$ cat src/rtl/pc_unit.sv
// Program-counter unit: sequential fetch address with exception/redirect/stall
// priority and a circular return-address stack predicting return targets.
module pc_unit #(
  parameter int               WIDTH     = 32,
  parameter logic [WIDTH-1:0] RESET_VEC = '0,
  parameter int               INC       = 4,
  parameter int               RAS_DEPTH = 4,
  localparam int              PTR_W     = $clog2(RAS_DEPTH),
  localparam int              CNT_W     = PTR_W + 1
) (
  input  logic             clk_i,
  input  logic             rst_i,
  input  logic             pc_write_i,
  input  logic             exc_i,
  input  logic [WIDTH-1:0] exc_vec_i,
  input  logic             redir_i,
  input  logic [WIDTH-1:0] redir_target_i,
  input  logic             call_i,
  input  logic             ret_i,
  output logic [WIDTH-1:0] pc_o,
  output logic [WIDTH-1:0] pc_next_o,
  output logic [CNT_W-1:0] ras_count_o,
  output logic             ras_empty_o,
  output logic             ras_full_o
);

  logic [WIDTH-1:0] pc_q, pc_d, pc_inc;
  logic [WIDTH-1:0] ras_q [RAS_DEPTH];
  logic [PTR_W-1:0] ptr_q, ptr_d, waddr;
  logic [CNT_W-1:0] cnt_q, cnt_d;
  logic             active, empty, full, we;

  assign pc_inc = pc_q + WIDTH'(INC);
  assign empty  = (cnt_q == '0);
  assign full   = (cnt_q == CNT_W'(RAS_DEPTH));
  assign active = pc_write_i && !exc_i && !redir_i;

  always_comb begin
    pc_d = pc_inc;
    if (exc_i)                pc_d = exc_vec_i;
    else if (redir_i)         pc_d = redir_target_i;
    else if (!pc_write_i)     pc_d = pc_q;
    else if (ret_i && !empty) pc_d = ras_q[ptr_q];
  end

  // ptr_q always indexes the current top; a push writes one slot above it,
  // so a push on a full stack silently overwrites the oldest entry.
  always_comb begin
    ptr_d = ptr_q;
    cnt_d = cnt_q;
    we    = 1'b0;
    waddr = ptr_q + PTR_W'(1);
    if (exc_i) begin
      ptr_d = '0;
      cnt_d = '0;
    end else if (active) begin
      if (call_i && (!ret_i || empty)) begin
        we    = 1'b1;
        ptr_d = ptr_q + PTR_W'(1);
        cnt_d = full ? cnt_q : cnt_q + CNT_W'(1);
      end else if (call_i && ret_i) begin
        we    = 1'b1;
        waddr = ptr_q;
      end else if (ret_i && !empty) begin
        ptr_d = ptr_q - PTR_W'(1);
        cnt_d = cnt_q - CNT_W'(1);
      end
    end
  end

  always_ff @(posedge clk_i or posedge rst_i) begin
    if (rst_i) begin
      pc_q  <= RESET_VEC;
      ptr_q <= '0;
      cnt_q <= '0;
    end else begin
      pc_q  <= pc_d;
      ptr_q <= ptr_d;
      cnt_q <= cnt_d;
    end
  end

  // Entries carry no reset; validity is tracked solely by cnt_q.
  always_ff @(posedge clk_i) begin
    if (we) ras_q[waddr] <= pc_inc;
  end

  assign pc_o        = pc_q;
  assign pc_next_o   = pc_d;
  assign ras_count_o = cnt_q;
  assign ras_empty_o = empty;
  assign ras_full_o  = full;

endmodule

$ cat config.mk
export PLATFORM = sky130hd
export DESIGN_NAME = pc_unit
export DESIGN_NICKNAME = d
export VERILOG_FILES = /design/src/rtl/pc_unit.sv
export SDC_FILE = /design/constraint.sdc
export NUM_CORES = 1
export LEC_CHECK = 0
export CAP_MARGIN = 10
export CORE_AREA = 2 2 122 136
export DETAILED_ROUTE_END_ITERATION = 12
export DIE_AREA = 0 0 124 138
export PLACE_DENSITY = 0.75
export SYNTH_ARGS = -nofsm -noshare
export SYNTH_HDL_FRONTEND = slang
export SYNTH_SLANG_ARGS = --single-unit
$ cat constraint.sdc
create_clock -name clk_i -period 5.05 [get_ports clk_i]
set_input_delay 1.515 -clock clk_i [delete_from_list [all_inputs] [get_ports clk_i]]
set_output_delay 1.515 -clock clk_i [all_outputs]
set_load 0.1 [all_outputs]
Word level (Yosys, flattened, before mapping):

Memory sizes are Yosys's and may differ from the RTL's.
Index checks and enable logic that the tools add are counted.

* memory bits (read-only): 0
* register bits: 37
* memories: 1
* bits in writable memories: 128
* latch bits: 0
* output and inout port bits: 69
* input port bits: 71
* word-level logic and storage cells: 52

Memory list
* ras_q: words 4, bits a word 32, read ports 1, clocked after memory_dff 0, write ports 1, line 28 `logic [WIDTH-1:0] ras_q [RAS_DEPTH];`

* $add $sub $neg: 5
* reduce and logical (&&, ||, !) cells: 15
* bitwise gates (word level): 0
* magnitude comparators: 0
* equal/unequal tests: 3
* $mul: 0
* divide/modulo/power cells: 0
* shift operators: 0
* multiplexer cells: 25

Operators by type and width (count)
* $mux 32: 4
* $add 32x3->32 const B: 1
* $mux 2: 9
* $mux 3: 6
* $mux 1: 6
* $ne 3x3->1 const B: 2
* $logic_and 1x1->1: 5
* $logic_not 1->1: 4
* $reduce_and 4->1: 1
* $add 3x1->3 const B: 1
* $eq 3x3->1 const B: 1
* $logic_not 3->1: 1
* $reduce_and 3->1: 1
* $reduce_bool 3->1: 1
* $sub 3x1->3 const B: 1
* $add 2x1->2 const B: 1
* $reduce_bool 2->1: 1
* $sub 2x1->2 const B: 1
* $logic_or 1x1->1: 1

Depth between registers and ports, before layout:

* depth in word-level cells: 8
* mapped depth: 8
* mapped depth without buffers: 7

Least setup slack after synthesis:

OpenSTA, ideal clock, no wires.

* kind: input port to output port
* start: input pc_write_i
* end: output pc_next_o[7]
* buffers on the path: 1
* setup slack: -1.080 ns
* arrival time: 4.615 ns
* required time: 3.535 ns
* stages: 5
* cell sequence: clkinv_1 -> nor2_1 -> clkbuf_1 -> a222oi_1 -> o21ai_0

* cells in the longest elaborated chain, start to end: 3

Ends and longest elaborated chain
* start: declaration: line 13 `input logic pc_write_i,`
* $mux 32: line 42 `else if (!pc_write_i) pc_d = pc_q;`
* $mux 32: line 41 `else if (redir_i) pc_d = redir_target_i;`
* $mux 32: line 40 `if (exc_i) pc_d = exc_vec_i;`
* end: declaration: line 21 `output logic [WIDTH-1:0] pc_next_o,`

Every way passes these cells.

Worst setup path in the final report:

* start: input pc_write_i
* end: output pc_next_o[11]

The elaborated chain is that of the path after synthesis.

==> results.json <==
{
  "hold_violations": 0,
  "synth_cell_types": 54,
  "synth_enable_flop_cells": 128,
  "setup_violations": 0,
  "hold_buffers": 0,
  "slowest_stage": "clkdlybuf4s50_1",
  "ant_nets": 0,
  "grt_pass1_vias": 5940,
  "antenna_cells": 0,
  "place_area_sq_um": 9860,
  "setup_ws_ps": 107,
  "ys_seq_area_share_pct": 61.9,
  "crit_path_end_kind": "primary output",
  "io_buffers": 139,
  "start_util_pct": 48.4,
  "powerDensity_nw_per_um2": 367,
  "cts_buffers": 17,
  "final.period_utilization_pct": 97.9,
  "cts_buffer_depth": 2,
  "wirelength_mm": 21.7,
  "ir_worst_vdd_uv": 257,
  "post-place-ws_ps": 114,
  "syn_area_sq_um": 7710,
  "critPathTopFamily": "buffers and inverters",
  "crit_required_ps": 3540,
  "layout.nets": 774,
  "synth-simple-area-share_pct": 9.69,
  "vias_per_cell": 6.35,
  "grt-ovfl-total": 0,
  "cts_num_sinks": 165,
  "ys.flop_type": "edfxtp_1",
  "cp.arrival_ps": 3430,
  "hp-class": "reg -> reg",
  "cp_cell_sequence": "clkdlybuf4s50_1 -> clkinv_1 -> buf_4 -> nor2_1 -> buf_4 -> nand2_1 -> a21oi_2 -> buf_12",
  "drt_iter0_markers": 490,
  "synthCells": 552,
  "maxSlewViolCount": 0,
  "synthAdderAreaFrac_pct": 0.422,
  "post_cts_buffers": 0,
  "start_kind": "primary input",
  "drt-wirelength-per-cell_microns": 23.7,
  "rsz0062_at_grt": "no",
  "synth-compound-area-share_pct": 11.2,
  "status": "completed",
  "final_cells": 918,
  "die-area_sq_um": 17100,
  "totalPowerFinal_w": 0.00382,
  "insertion_delay_ps": 420,
  "p_leak_nw": 3.59,
  "die_w_microns": 124,
  "coreArea_sq_um": 15900,
  "critPathMaxStageDelay_ps": 530,
  "syn_to_final_growth_pct": 35.3,
  "dpl.hpwl_mm": 15.1,
  "rows": 49,
  "antenna_found_initial": 0,
  "muxShareOfSynthArea_pct": 10.0,
  "worst_slew_margin_rel_pct": 31.3,
  "synth_fp_nets": 625,
  "async_reset_ff_share_pct": 22.4,
  "grt_usage_pct": 26.3,
  "die_h_microns": 138,
  "synth_area_leaders": "edfxtp_1 50%, dfrtp_1 12%, mux4_2 9.4%",
  "cpMostUsedCell": "buf_4",
  "synth_top_area_cell": "edfxtp_1",
  "netlist_top_cells_count": "128 x edfxtp_1, 37 x dfrtp_1, 35 x nand2_1",
  "path_max_fanout": 10,
  "synth_xor_area_share_pct": 3.85,
  "drive_gt1_share_pct": 22.3,
  "syn_area_per_cell_sq_um": 14.0,
  "place_inst": 886,
  "drt_pass1_iterations": 6,
  "fin_area_sq_um": 10400,
  "route.vias.total": 5826,
  "nFillCells": 1148,
  "cts-root-buf": "clkbuf_16",
  "synth_top_family_by_area": "compound AO/OA/AOI/OAI gates",
  "crit_type": "in -> out",
  "drcViolationCount": 0,
  "min_period_ps": 4940,
  "io_pins": 140,
  "grt_pass1_wl_mm": 33.3,
  "ys_ff_latch": 165,
  "place_congestion": 0.955,
  "clock_skew_ps": 7.68,
  "path_buf_inv": 5,
  "max_freq_mhz": 202,
  "cts_resized": 0,
  "tightest_slew_ps": 1030,
  "synth.most_common_cell": "edfxtp_1",
  "yosysWarnings": 0,
  "cts_tree": "built",
  "grt_max_degree": 38,
  "cts_htree_levels": 4,
  "yosys.area.top_type_share_pct": 49.9,
  "cap_violations": 0,
  "clk_pin_slew_worst_paths_ps": 60
}
-- routing by layer --
layer / share of wire [%] / GRT usage [%] / up-vias
met4: 3.7 / 12.4 / 0
met5: 0 / 0 / -
li1: - / - / 2476
met3: 9.1 / 4.87 / 68
met1: 37 / 35.0 / 2898
met2: 50 / 42.0 / 384
-- through the flow --
step           hold slack, ps  TNS [ps]  util (%)
3_5_place_dp              573         0      61.9
4_1_cts                   593         0      65.4
6_report                  588         0      65.4
3_3_place_gp              558         0      61.9
5_1_grt                   626         0      65.4
2_1_floorplan             497      -314         -
-- placed cells by master, fill, tap and decap left out, types with 4 or more instances in the layout --
cell type        netlist  layout
a21oi_1               26      18
clkinv_4               0       5
buf_12                 0      36
a221o_1               10      10
a221oi_1               7       7
and3_1                 7       7
clkbuf_16              0      17
nand2b_1               6       6
nor3_1                18      16
or3_1                  4       4
o211ai_1               6       6
a41o_1                 5       5
clkinvlp_4             0       4
xnor2_1               19      19
clkdlybuf4s50_1        0     107
dfrtp_1               37      36
nor2_1                24      21
a22o_1                 7       7
edfxtp_1             128     128
nand4_1               15      15
a21oi_2                0       7
o21ai_0               19      15
mux4_2                32      32
nand2_1               35      35
o21a_1                11      11
xor2_1                13      13
inv_1                 13      13
nor4_1                 5       5
a211oi_1               4       4
buf_4                  4      26
o22ai_1               10      10
nand3_1               12      12
-- path summary, 6_finish.rpt --
path                            startpoint        endpoint  slack, ps  cells after the start
worst min register to register     pc_o[0]     ras_q[2][0]        590                      0
worst max-delay path            pc_write_i   pc_next_o[11]        110                      8
worst max register to register     pc_o[4]        pc_o[23]       2400                      5
min in group asynchronous            rst_i  ras_count_o[2]       1530                      3
max in group asynchronous            rst_i        ptr_q[0]       3100                      3
worst min-delay path               pc_o[0]     ras_q[2][0]        590                      0
-- power breakdown --
group	total, W	leakage (nW)	switching (W)	internal [W]
clock	0.00122	0.263	0.000538	0.000682
sequential	0.00160	1.59	0.0000722	0.00153
combinational	0.00100	1.74	0.000679	0.000323
total	0.00382	3.59	0.00129	0.00253
-- cells by family (layout without fill, tap and decap cells) --
group / count (synthesis) / count (layout)
AO/OA/AOI/OAI: 122 / 122
XOR/XNOR: 33 / 33
adder cells (fa/ha/maj): 2 / 2
buffers and inverters: 53 / 215
flip-flops: 165 / 165
multiplexers: 37 / 37
AND/OR/NAND/NOR: 140 / 140
-- registers in the layout, summed over array words and instances, names as in the netlist --
register,flops
pc_o,32
ras_count_o,3
ras_q,128
ptr_q,2
-- cell type report --
type	instances	area (sq um)	share of cell area, %
sequential	165	4770	45.8
multi-input combinational	334	2800	26.8
timing repair buffer	169	1990	19.1
clock buffer	18	429	4.12
tap	204	255	2.45
clock inverter	14	131	1.26
inverter	14	52.6	0.504
Power figures use the tool's default switching activity.
